**config.mk**
```make
export PLATFORM = sky130hd
export DESIGN_NAME = instr_mem_loadable
export DESIGN_NICKNAME = d
export VERILOG_FILES = /design/src/rtl/instr_mem_pkg.sv /design/src/rtl/instr_word_packer.sv /design/src/rtl/instr_mem_loadable.sv
export SDC_FILE = /design/constraint.sdc
export NUM_CORES = 1
export LEC_CHECK = 0
export ABC_AREA = 1
export BUFFER_PORTS_ARGS = -buffer_cell sky130_fd_sc_hd__buf_2
export CAP_MARGIN = 10
export CELL_PAD_IN_SITES_DETAIL_PLACEMENT = 1
export CELL_PAD_IN_SITES_GLOBAL_PLACEMENT = 2
export CORE_AREA = 2 2 259 388
export DETAILED_ROUTE_END_ITERATION = 12
export DIE_AREA = 0 0 261 390
export HOLD_SLACK_MARGIN = 0.03
export PLACE_DENSITY = 0.81
export SLEW_MARGIN = 20
export SYNTH_ARGS = -nofsm -noshare
export SYNTH_HDL_FRONTEND = slang
export SYNTH_SLANG_ARGS = --single-unit
```
**constraint.sdc**
```tcl
create_clock -name clk_i -period 10.31 [get_ports clk_i]
set_input_delay 2.062 -clock clk_i [delete_from_list [all_inputs] [get_ports clk_i]]
set_output_delay 2.062 -clock clk_i [all_outputs]
set_load 0.05 [all_outputs]
```
**src/rtl/instr_mem_pkg.sv**
```systemverilog
// instr_mem_pkg: FSM states, default word geometry and fetch word-index helper for instr_mem_loadable
package instr_mem_pkg;
  typedef enum logic [1:0] {IDLE, CLEAR, LOAD, DONE} state_e;
  localparam int DATA_W_DEF = 32;
  localparam int BYTES_PER_WORD = DATA_W_DEF / 8;
  function automatic logic [31:0] word_index(input logic [31:0] addr);
    return addr >> 2;
  endfunction
endpackage

```
**src/rtl/instr_word_packer.sv**
```systemverilog
// instr_word_packer: packs accepted bytes into words (byte_valid_i/byte_i/last_i in, word_valid_o/word_data_o out, zero-padded flush on last)
module instr_word_packer #(
  parameter int DATA_W = 32,
  parameter int BPW = DATA_W / 8,
  parameter bit BIG_ENDIAN = 1
) (
  input  logic              clk_i,
  input  logic              rst_i,
  input  logic              clear_i,
  input  logic              byte_valid_i,
  input  logic [7:0]        byte_i,
  input  logic              last_i,
  output logic              word_valid_o,
  output logic [DATA_W-1:0] word_data_o
);
  localparam int CW = $clog2(BPW + 1);
  logic [CW-1:0] cnt_q, cnt_d;
  logic [DATA_W-1:0] acc_q, acc_d, merged;
  always_comb begin
    merged = BIG_ENDIAN ? ((acc_q << 8) | DATA_W'(byte_i))
                        : (acc_q | (DATA_W'(byte_i) << (8 * int'(cnt_q))));
    word_valid_o = byte_valid_i && (last_i || cnt_q == CW'(BPW - 1));
    word_data_o = BIG_ENDIAN ? merged << (8 * (BPW - 1 - int'(cnt_q))) : merged;
    cnt_d = (clear_i || word_valid_o) ? '0 : byte_valid_i ? cnt_q + 1'b1 : cnt_q;
    acc_d = (clear_i || word_valid_o) ? '0 : byte_valid_i ? merged : acc_q;
  end
  always_ff @(posedge clk_i or posedge rst_i) begin
    if (rst_i) begin
      cnt_q <= '0;
      acc_q <= '0;
    end else begin
      cnt_q <= cnt_d;
      acc_q <= acc_d;
    end
  end
endmodule

```
**src/rtl/instr_mem_loadable.sv**
```systemverilog
// instr_mem_loadable: loadable instruction memory; registered fetch port (fetch_req_i/addr_i -> instr_o/instr_valid_o/misalign_o/oob_o) and byte-serial load port (load_* with clear-then-pack FSM)
module instr_mem_loadable
  import instr_mem_pkg::*;
#(
  parameter int DATA_W = DATA_W_DEF,
  parameter int DEPTH = 32,
  parameter int ADDR_W = 32,
  parameter bit BIG_ENDIAN = 1
) (
  input  logic                       clk_i,
  input  logic                       rst_i,
  input  logic                       fetch_req_i,
  input  logic [ADDR_W-1:0]          addr_i,
  output logic [DATA_W-1:0]          instr_o,
  output logic                       instr_valid_o,
  output logic                       misalign_o,
  output logic                       oob_o,
  output logic                       fetch_busy_o,
  input  logic                       load_start_i,
  input  logic                       load_byte_valid_i,
  input  logic [7:0]                 load_byte_i,
  input  logic                       load_last_i,
  output logic                       load_ready_o,
  output logic                       load_done_o,
  output logic [$clog2(DEPTH+1)-1:0] load_count_o
);
  localparam int CW = $clog2(DEPTH + 1);
  localparam int AW = DEPTH > 1 ? $clog2(DEPTH) : 1;
  state_e state_q, state_d;
  logic [CW-1:0] count_q, count_d, clr_idx_q, clr_idx_d;
  logic [DATA_W-1:0] mem [DEPTH];
  logic [DATA_W-1:0] instr_q, instr_d, word_data, rdata;
  logic valid_q, valid_d, mis_q, mis_d, oob_q, oob_d;
  logic busy, byte_acc, word_valid, fetch_acc, fetch_oob;
  logic [31:0] widx;
  assign busy = state_q == CLEAR || state_q == LOAD;
  assign fetch_busy_o = busy;
  assign load_ready_o = state_q == LOAD;
  assign load_done_o = state_q == DONE;
  assign load_count_o = count_q;
  assign instr_o = instr_q;
  assign instr_valid_o = valid_q;
  assign misalign_o = mis_q;
  assign oob_o = oob_q;
  instr_word_packer #(
    .DATA_W(DATA_W),
    .BPW(DATA_W / 8),
    .BIG_ENDIAN(BIG_ENDIAN)
  ) u_packer (
    .clk_i(clk_i),
    .rst_i(rst_i),
    .clear_i(state_q == IDLE),
    .byte_valid_i(byte_acc),
    .byte_i(load_byte_i),
    .last_i(load_last_i),
    .word_valid_o(word_valid),
    .word_data_o(word_data)
  );
  always_comb begin
    widx = word_index(32'(addr_i));
    fetch_oob = widx >= 32'(DEPTH);
    rdata = fetch_oob ? '0 : mem[widx[AW-1:0]];
    fetch_acc = fetch_req_i && !busy;
    instr_d = fetch_acc ? rdata : instr_q;
    valid_d = fetch_acc;
    mis_d = fetch_acc && addr_i[1:0] != 2'b00;
    oob_d = fetch_acc && fetch_oob;
    byte_acc = load_byte_valid_i && state_q == LOAD;
    state_d = state_q;
    count_d = count_q;
    clr_idx_d = clr_idx_q;
    case (state_q)
      IDLE: begin
        state_d = load_start_i ? CLEAR : IDLE;
        count_d = load_start_i ? '0 : count_q;
        clr_idx_d = '0;
      end
      CLEAR: begin
        clr_idx_d = clr_idx_q + 1'b1;
        state_d = clr_idx_q == CW'(DEPTH - 1) ? LOAD : CLEAR;
      end
      LOAD: begin
        count_d = count_q + CW'(word_valid);
        state_d = ((byte_acc && load_last_i) || (word_valid && count_q == CW'(DEPTH - 1))) ? DONE : LOAD;
      end
      default: state_d = IDLE;
    endcase
  end
  always_ff @(posedge clk_i) begin
    if (state_q == CLEAR) mem[clr_idx_q[AW-1:0]] <= '0;
    else if (word_valid) mem[count_q[AW-1:0]] <= word_data;
  end
  always_ff @(posedge clk_i or posedge rst_i) begin
    if (rst_i) begin
      state_q <= IDLE;
      count_q <= '0;
      clr_idx_q <= '0;
      instr_q <= '0;
      valid_q <= 1'b0;
      mis_q <= 1'b0;
      oob_q <= 1'b0;
    end else begin
      state_q <= state_d;
      count_q <= count_d;
      clr_idx_q <= clr_idx_d;
      instr_q <= instr_d;
      valid_q <= valid_d;
      mis_q <= mis_d;
      oob_q <= oob_d;
    end
  end
endmodule

```
; Word-level counts from Yosys, hierarchy flattened
; Memories as Yosys holds them, arrays and structs flattened.
; Cells that the tools add are included.
; Widths: inputs -> output; s select.
[word_totals]
ff_bits = 76
ramBits = 1024
in_bits = 46
output_inout_bits = 44
word_cells = 63
mem_count = 1
[op_classes]
addsub = 4
magnitude_cmp = 1
eq_ne = 7
n_shift = 1
n_mux = 20
bitwise_logic = 1
n_reduce_logical = 19
[mem_list]
columns = name, depth, word_bits, rd, rd_clocked_by_memory_dff, write_ports, line
row1 = mem, 32, 32, 1, 0, 1, instr_mem_loadable.sv:31  ; logic [DATA_W-1:0] mem [DEPTH];
[ops]
columns = op, n
row1 = $mux 32, 2
row2 = $mux 24, 2
row3 = $or 32x8->32, 1
row4 = $reduce_or 32->1, 1
row5 = $shl 32x32->32, 1
row6 = $ge 30x6->1 const B, 1
row7 = $pmux 6 s2, 2
row8 = $eq 6x5->1 const B, 2
row9 = $mux 1, 8
row10 = $reduce_bool 2->1, 4
row11 = $logic_and 1x1->1, 7
row12 = $add 6x1->6, 1
row13 = $add 6x1->6 const B, 1
row14 = $mux 3, 2
row15 = $mux 6, 1
row16 = $pmux 2 s3, 1
row17 = $mux 5, 1
row18 = $eq 2x2->1 const B, 2
row19 = $logic_or 1x1->1, 4
row20 = $sub 2x3->4 const A, 1
row21 = $add 3x1->3 const B, 1
row22 = $eq 3x2->1 const B, 1
row23 = $eq 2x1->1 const B, 1
row24 = $logic_not 2->1, 1
row25 = 4 further kinds, 4

; Longest topological paths before layout
; Gate-level depths: netlist of run 1.
[depth]
word_depth = 8
mapped_depth = 13
depth_no_buf = 11

; Modules after synthesis
; A second synthesis of run 1 with hierarchy kept.
[unflattened]
cells_unflattened = 3989
area_unflattened_um2 = 45617.5
[modules_own_cells]
columns = mod, n_inst, cells_each, area_per_inst_um2, seq_area_each_um2
row1 = instr_mem_loadable, 1, 3706, 43739.4, 31975.7
row2 = instr_word_packer, 1, 283, 1878.1, 675.6

; Worst setup path before layout of run 1
; OpenSTA, ideal clock, no wires.
[synth_path]
kind = input -> register
from = input load_byte_valid_i
to = memory mem[0][7], data pin
setup_time_ns = 0.540
arrival_time_ns = 4.285
required_ns = 9.770
path_slack_ns = 5.485
cell_stages = 4
n_path_buf = 0
cell_sequence = nand2_2 -> nor2_4 -> nand3_1 -> nor4_1
[synth_via]
elab_chain_cells = 7
[synth_lines]
columns = element, line
row1 = from (decl), instr_mem_loadable.sv:20  ; input logic load_byte_valid_i,
row2 = $logic_and 1x1->1, instr_mem_loadable.sv:68  ; byte_acc = load_byte_valid_i && state_q == LOAD;
row3 = $logic_and 1x1->1, instr_word_packer.sv:22  ; word_valid_o = byte_valid_i && (last_i || cnt_q == CW'(BPW - 1));
row4 = $mux 1, instr_mem_loadable.sv:91  ; else if (word_valid) mem[count_q[AW-1:0]] <= word_data;
row5 = $mux 1, instr_mem_loadable.sv:90  ; if (state_q == CLEAR) mem[clr_idx_q[AW-1:0]] <= '0;
row6 = $mux 1 (not written as such), instr_mem_loadable.sv:91
row7 = $reduce_or 32->1 (no source line), -
row8 = $mux 32 (no source line), -
row9 = to (decl), instr_mem_loadable.sv:31
; Every way passes these cells.

; Worst setup path in the final report of run 1
[layout_path]
from = input addr_i[3]
to = register instr_q[18] (netlist: instr_o[18])
[layout_via]
elab_chain_cells = 2
word_cells_on_any_way = 3
cone_classes = 1 x order compare / 1 x mux / 1 x memory
[layout_lines]
columns = element, line
row1 = from (decl), instr_mem_loadable.sv:13  ; input logic [ADDR_W-1:0] addr_i,
row2 = $ge 30x6->1 or $mem_v2 32x32 (tied branches), -
row3 = $mux 32 (*), instr_mem_loadable.sv:62  ; rdata = fetch_oob ? '0 : mem[widx[AW-1:0]];
row4 = to (signal assigned), instr_mem_loadable.sv:106  ; instr_q <= instr_d;
row5 = to (decl), instr_mem_loadable.sv:32  ; logic [DATA_W-1:0] instr_q, instr_d, word_data, rdata;
; Mark *: on every way between the ends. The rest lies on a longest branch, timed or not.
; A chain may end at the register's enable or synchronous reset.

==> impl_metrics.tcl, run 1 <==
set metrics [dict create \
    timing_hold_violations_final 0 \
    critPathLaunchType "input port" \
    multi_input_area_um2 11200 \
    layout_commonest_cell "nand2_1" \
    cp_max_fo 71 \
    cts_setup_buffers 0 \
    ys_ff_latch 1100 \
    clock_skew_ns 0.0183 \
    postCtsResizedCells 0 \
    synth_seq_area_share 0.728 \
    antenna_found_initial 1 \
    final_cell_mix "1302 x nand2_1, 1024 x edfxtp_1, 951 x nand3_1, 107 x clkbuf_16, 85 x buf_2" \
    power_switching_uw 2740 \
    synth_mux_area_frac 0 \
    routabilityCongestion 0.765 \
    crit_required_ns 10.89 \
    wl_per_cell_um 27.5 \
    cts_buffers 103 \
    synth_area_leaders "edfxtp_1 69%, nand2_1 11%, nand3_1 11%" \
    whs_endpoint "instr_o[29]" \
    rsz0062_at_grt "no" \
    swShare 0.260 \
    worst_pin_slew_ns 1.18 \
    preCtsSetupSlack_ns 5.11 \
    max_stage_delay_ns 0.83 \
    clockBufferDepth 3 \
    synthSimpleGateAreaFrac 0.226 \
    start_util 0.456 \
    period_needed_ns 4.49 \
    use_met3 0.0334 \
    setup_viol 0 \
    grt_max_degree 150 \
    rows 141 \
    cp_slowest_cell "buf_4" \
    min_from "instr_o[29]" \
    p_leak_uw 0.0183 \
    ir_worst_vdd_mv 0.156 \
    postSynthCellCount 3880 \
    die-width_um 261 \
    setup_tns_ns 0 \
    coreArea_um2 98400 \
    intPower_uw 7800 \
    fin_nets 3973 \
    grt_pass1_wl_um 214000 \
    hold_path_class "reg2reg" \
    vias 31300 \
    root_buffer "clkbuf_16" \
    drt_iter0_drc 3004 \
    drtAntennaViolNets 0 \
    ys_warn_count 0 \
    worstSetupPathDepth 10 \
    path_buf_inv 3 \
    fillCellCount 10300 \
    stdcell_count 5295 \
    powerDensity_nw_per_um2 209 \
    dp_hpwl_um 73100 \
    end_kind "flop" \
    crit_top_cell "nand3_1" \
    reg2reg_to "mem[7][1]" \
    synth-compound-area-share 0.0131 \
    vias_per_cell 5.91 \
    yosysUniqueCellTypes 35 \
    power.total_uw 10500 \
    gr-usage-all-layers 0.289 \
    fin_ws_ns 5.82 \
    yosys.area.top_type "edfxtp_1" \
    status "finished clean" \
    area_delta_synth_final_pct 12.3 \
    ff2ff_setup_slack_ns 5.97 \
    finalCritPeriodShare 0.435 \
    ctsHoldBuffers 0 \
    final_core_util 0.512 \
    cp.arrival_ns 5.07 \
    drive_gt1_frac 0.0996 \
    drtPass1Iterations 5 \
    crit_chain "buf_8 -> buf_4 -> buf_4 -> nand3_1 -> nand3_1 -> nand3_1 -> nand2_1 -> nand2_1 -> nand3_1 -> nand2_1" \
    syn_area_per_cell_um2 11.6 \
    io_pins 90 \
    synth_top_family_by_area "simple AND/OR/NAND/NOR gates" \
    comb_power_share 0.114 \
    path_class "in2reg" \
    top_usage_layer "met2" \
    grt-ovfl-total 0 \
    insertion_delay_ns 0.71 \
    die-area_um2 102000 \
    p_seq_frac 0.512 \
    remaining_drc_errors 0 \
    cap_violations 0 \
    max_freq_ghz 0.223 \
    syn_area_um2 44900 \
    cp_top_family "buffers and inverters" \
    use_met2 0.509 \
    slew_viol_final 0 \
    r2r_cells 11 \
    slew_headroom 0.213 \
    startpoint "addr_i[3]" \
    p_clk_frac 0.374 \
    synthXorXnorAreaFrac 0 \
    grt_pass1_vias 32400 \
    yosys.area_share.adder 0.00279 \
    die_y_um 390 \
    port_buffers 89 \
    holdPathStages 2 \
    seq_area_um2 32700 \
    reg2reg_from "u_packer.cnt_q[1]" \
    globalRouteMet1Util 0.369 \
    wl_um 146000 \
    cts_max_level 3 \
    synth_top_area_frac 0.685 \
    cts_tree "yes" \
    clk_pin_slew_ns 0.06 \
    dp_cells 5099 \
    clock-sinks 1100 \
    synth_fp_nets 3936 \
]
[tightest hold or removal path, cell delays in order (launching register included)]
cell	delay, ns
dfrtp_1	0.34
nand2_1	0.05
nand2_1	0.05
[through the flow]
stage	instance area, um^2	hold WS [ns]
2_1_floorplan	44900	0.454
3_3_place_gp	46900	0.463
3_5_place_dp	46900	0.466
4_1_cts	50400	0.482
5_1_grt	50400	0.508
6_report	50400	0.476
[flip-flops by register name, indices dropped and copies added (netlist names)]
| name | flops |
|---|---|
| oob_o | 1 |
| state_q | 2 |
| load_count_o | 6 |
| u_packer.acc_q | 24 |
| instr_valid_o | 1 |
| instr_o | 32 |
| clr_idx_q | 6 |
| u_packer.cnt_q | 3 |
| mem | 1024 |
| misalign_o | 1 |
[synthesized netlist by cell type, drive strengths merged]
master,number
o21a,1
o21ai,41
o21bai,1
clkinv,3
nand2,1305
o22ai,20
a31oi,2
edfxtp,1024
o211ai,14
dfrtp,76
inv,68
ha,10
nor2,84
and3,1
clkbuf,79
nor4,1
nand4,2
buf,163
a21boi,1
a211oi,1
nor3b,1
a21oi,20
nor3,7
nand3,955
[cells by family (layout without fill, tap and decap cells)]
kind of cell	count (synthesis)	count (layout)
AND/OR/NAND/NOR	2356	2356
adder cells (fa/ha/maj)	10	10
buffers and inverters	313	440
flip-flops	1100	1100
AO/OA/AOI/OAI	101	101
other	0	1
[worst max path at each step]
stage	endpoint	slack (ns)
detailed placement	instr_o[18]	5.11
CTS	instr_o[18]	5.88
global route	mem[7][1]	5.70
floorplan	mem[0][7]	5.48
finish	instr_o[18]	5.82
global placement	instr_o[10]	5.04
[layer usage]
metal | share of wire | up-vias
met4 | 0.032 | 0
met2 | 0.52 | 1029
li1 | - | 13700
met5 | 0 | -
met1 | 0.40 | 16300
met3 | 0.056 | 231
[area by class of cell]
class / count / area share
multi-input cells: 2467 / 0.223
well taps: 1287 / 0.0320
repair buffers: 174 / 0.0232
inverters: 71 / 0.00576
diodes: 1 / 0.0000497
clock buffers: 144 / 0.0575
clock inverters: 51 / 0.0109
flip-flops and latches: 1100 / 0.648
[power groups by stage]
stage	clock network, uW	registers (uW)	logic, uW
after floorplan	0	5480	654
final	3940	5400	1200
after global routing	4130	5430	1300
after CTS	3980	5400	1210
after global placement	0	5470	1180
after detailed placement	0	5490	1210
Note: power is estimated with default switching activity, not from simulation.
==> run 2, diff against run 1 <==
- CORE_AREA: 2 2 259 388 -> 2 2 267 401
- DIE_AREA: 0 0 261 390 -> 0 0 269 403
- PLACE_DENSITY: 0.81 -> 0.77
- clock period: 10.31 -> 4.18 ns (I/O delays scaled with it)
==> run 2 against run 1 <==
  * Flip-flop and latch count stayed put
  * Global-route usage decreased by 2.6 points
  * Setup slack got worse by 5.2 ns
  * Critical path depth unchanged
  * Worst hold slack got worse by 0.30 ns
  * Count of clock-buffer cells in the layout unchanged
  * Non-clock buffer count grew 34
  * Sequential share of layout area decreased by 1.0 points
  * Via count decreased by 3.0%
  * Power grew 150%
  * Die area up 6.5%
==> impl_metrics.tcl, run 2 (synthesized netlist as in run 1, its figures left out) <==
set metrics [dict create \
    root_buffer "clkbuf_16" \
    fin_nets 4008 \
    cts_setup_buffers 0 \
    area_delta_synth_final_pct 14.0 \
    drtPass1Iterations 5 \
    grt_max_degree 169 \
    grt_pass1_vias 31800 \
    slew_headroom 0.306 \
    final_cell_mix "1302 x nand2_1, 1024 x edfxtp_1, 951 x nand3_1, 106 x clkbuf_16, 85 x buf_2" \
    cts_max_level 3 \
    powerDensity_nw_per_um2 505 \
    drt_iter0_drc 2241 \
    port_buffers 89 \
    drtAntennaViolNets 0 \
    wl_per_cell_um 25.7 \
    layout_commonest_cell "nand2_1" \
    routabilityCongestion 0.772 \
    p_leak_uw 0.0186 \
    remaining_drc_errors 0 \
    insertion_delay_ns 0.70 \
    period_needed_ns 3.56 \
    vias_per_cell 5.57 \
    clock_skew_ns 0.0200 \
    crit_required_ns 4.57 \
    finalCritPeriodShare 0.852 \
    clockBufferDepth 3 \
    rsz0062_at_grt "no" \
    ctsHoldBuffers 0 \
    r2r_cells 10 \
    path_class "reg2reg" \
    fin_ws_ns 0.618 \
    largest_register_ffs 1024 \
    cts_tree "yes" \
    start_util 0.427 \
    grt-ovfl-total 0 \
    wl_um 140000 \
    rows 146 \
    end_kind "flop" \
    cp.arrival_ns 3.95 \
    clock-sinks 1100 \
    worst_pin_slew_ns 1.04 \
    dp_hpwl_um 81500 \
    hold_slack_ns 0.177 \
    cp_max_fo 20 \
    ir_worst_vdd_mv 0.394 \
    die_y_um 403 \
    die-area_um2 108000 \
    vias 30400 \
    coreArea_um2 105000 \
    clk_pin_slew_ns 0.06 \
    critPathLaunchType "flop" \
    slew_viol_final 0 \
    antenna_found_initial 1 \
    cts_buffers 104 \
    setup_viol 0 \
    gr-usage-all-layers 0.263 \
    cap_violations 0 \
    hold_path_class "in2async" \
    drive_gt1_frac 0.110 \
    preCtsSetupSlack_ns 0.649 \
    grt_pass1_wl_um 208000 \
    postCtsResizedCells 0 \
    die-width_um 269 \
    max_freq_ghz 0.281 \
    setup_tns_ns 0 \
    power.total_uw 25900 \
    ff2ff_setup_slack_ns 0.62 \
    io_pins 90 \
    status "finished clean" \
    timing_hold_violations_final 0 \
]
-- run 2: cell types whose count changed in the layout (fill, tap and decap cells not counted), sizes merged --
cell | before | now
buf | 174 | 208
bufinv | 12 | 10
clkinv | 36 | 35
clkinvlp | 3 | 5
-- run 2: layout make-up --
| cell class | instances | area, um^2 |
|---|---|---|
| fillers | 10900 | 53900 |
| well taps | 1406 | 1760 |
| flip-flops and latches | 1100 | 32700 |
| diodes | 1 | 2.50 |
| clock inverters | 50 | 523 |
| multi-input cells | 2467 | 11200 |
| repair buffers | 208 | 1870 |
| inverters | 71 | 292 |
| clock buffers | 144 | 2910 |
-- run 2: critical path, cell delays in order, from the launching register on --
cell     delay [ns]
dfrtp_1        0.63
inv_1          0.12
ha_1           0.26
nor2_2         0.19
nor2_4         0.07
nand2_4        0.25
nand2_1        0.10
o21ai_1        0.21
nand3_2        0.50
nor2_4         0.64
buf_12         0.26
-- run 2: metal layers --
metal / vias to the layer above / global-route usage / wire length, um
met2: 788 / 0.456 / 71800
met3: 258 / 0.0349 / 6580
met5: - / 0 / 0
met4: 0 / 0.114 / 5950
met1: 15600 / 0.329 / 55700
li1: 13800 / - / -
-- run 2: power breakdown --
part           switching, uW  internal (uW)  leakage (uW)
combinational           2190            725       0.00749
sequential               275          13000       0.00942
clock                   4170           5470       0.00167
total                   6630          19200        0.0186
-- run 2: path summary, 6_finish.rpt --
path                                   start           end
setup / recovery           u_packer.cnt_q[2]    mem[12][7]
hold / removal                         rst_i  clr_idx_q[5]
setup reg to reg           u_packer.cnt_q[2]    mem[12][7]
hold reg to reg                  instr_o[11]   instr_o[11]
max in group asynchronous              rst_i    instr_o[8]
min in group clk_i                 addr_i[0]    misalign_o
-- run 2: per-stage QoR --
step                      instances  area (um^2)   util
after floorplan                3880        44900      -
after global placement         5252        47700  0.455
after detailed placement       5252        47700  0.455
after CTS                      5446        51200  0.487
after global routing           5446        51200  0.487
final                          5447        51200  0.487
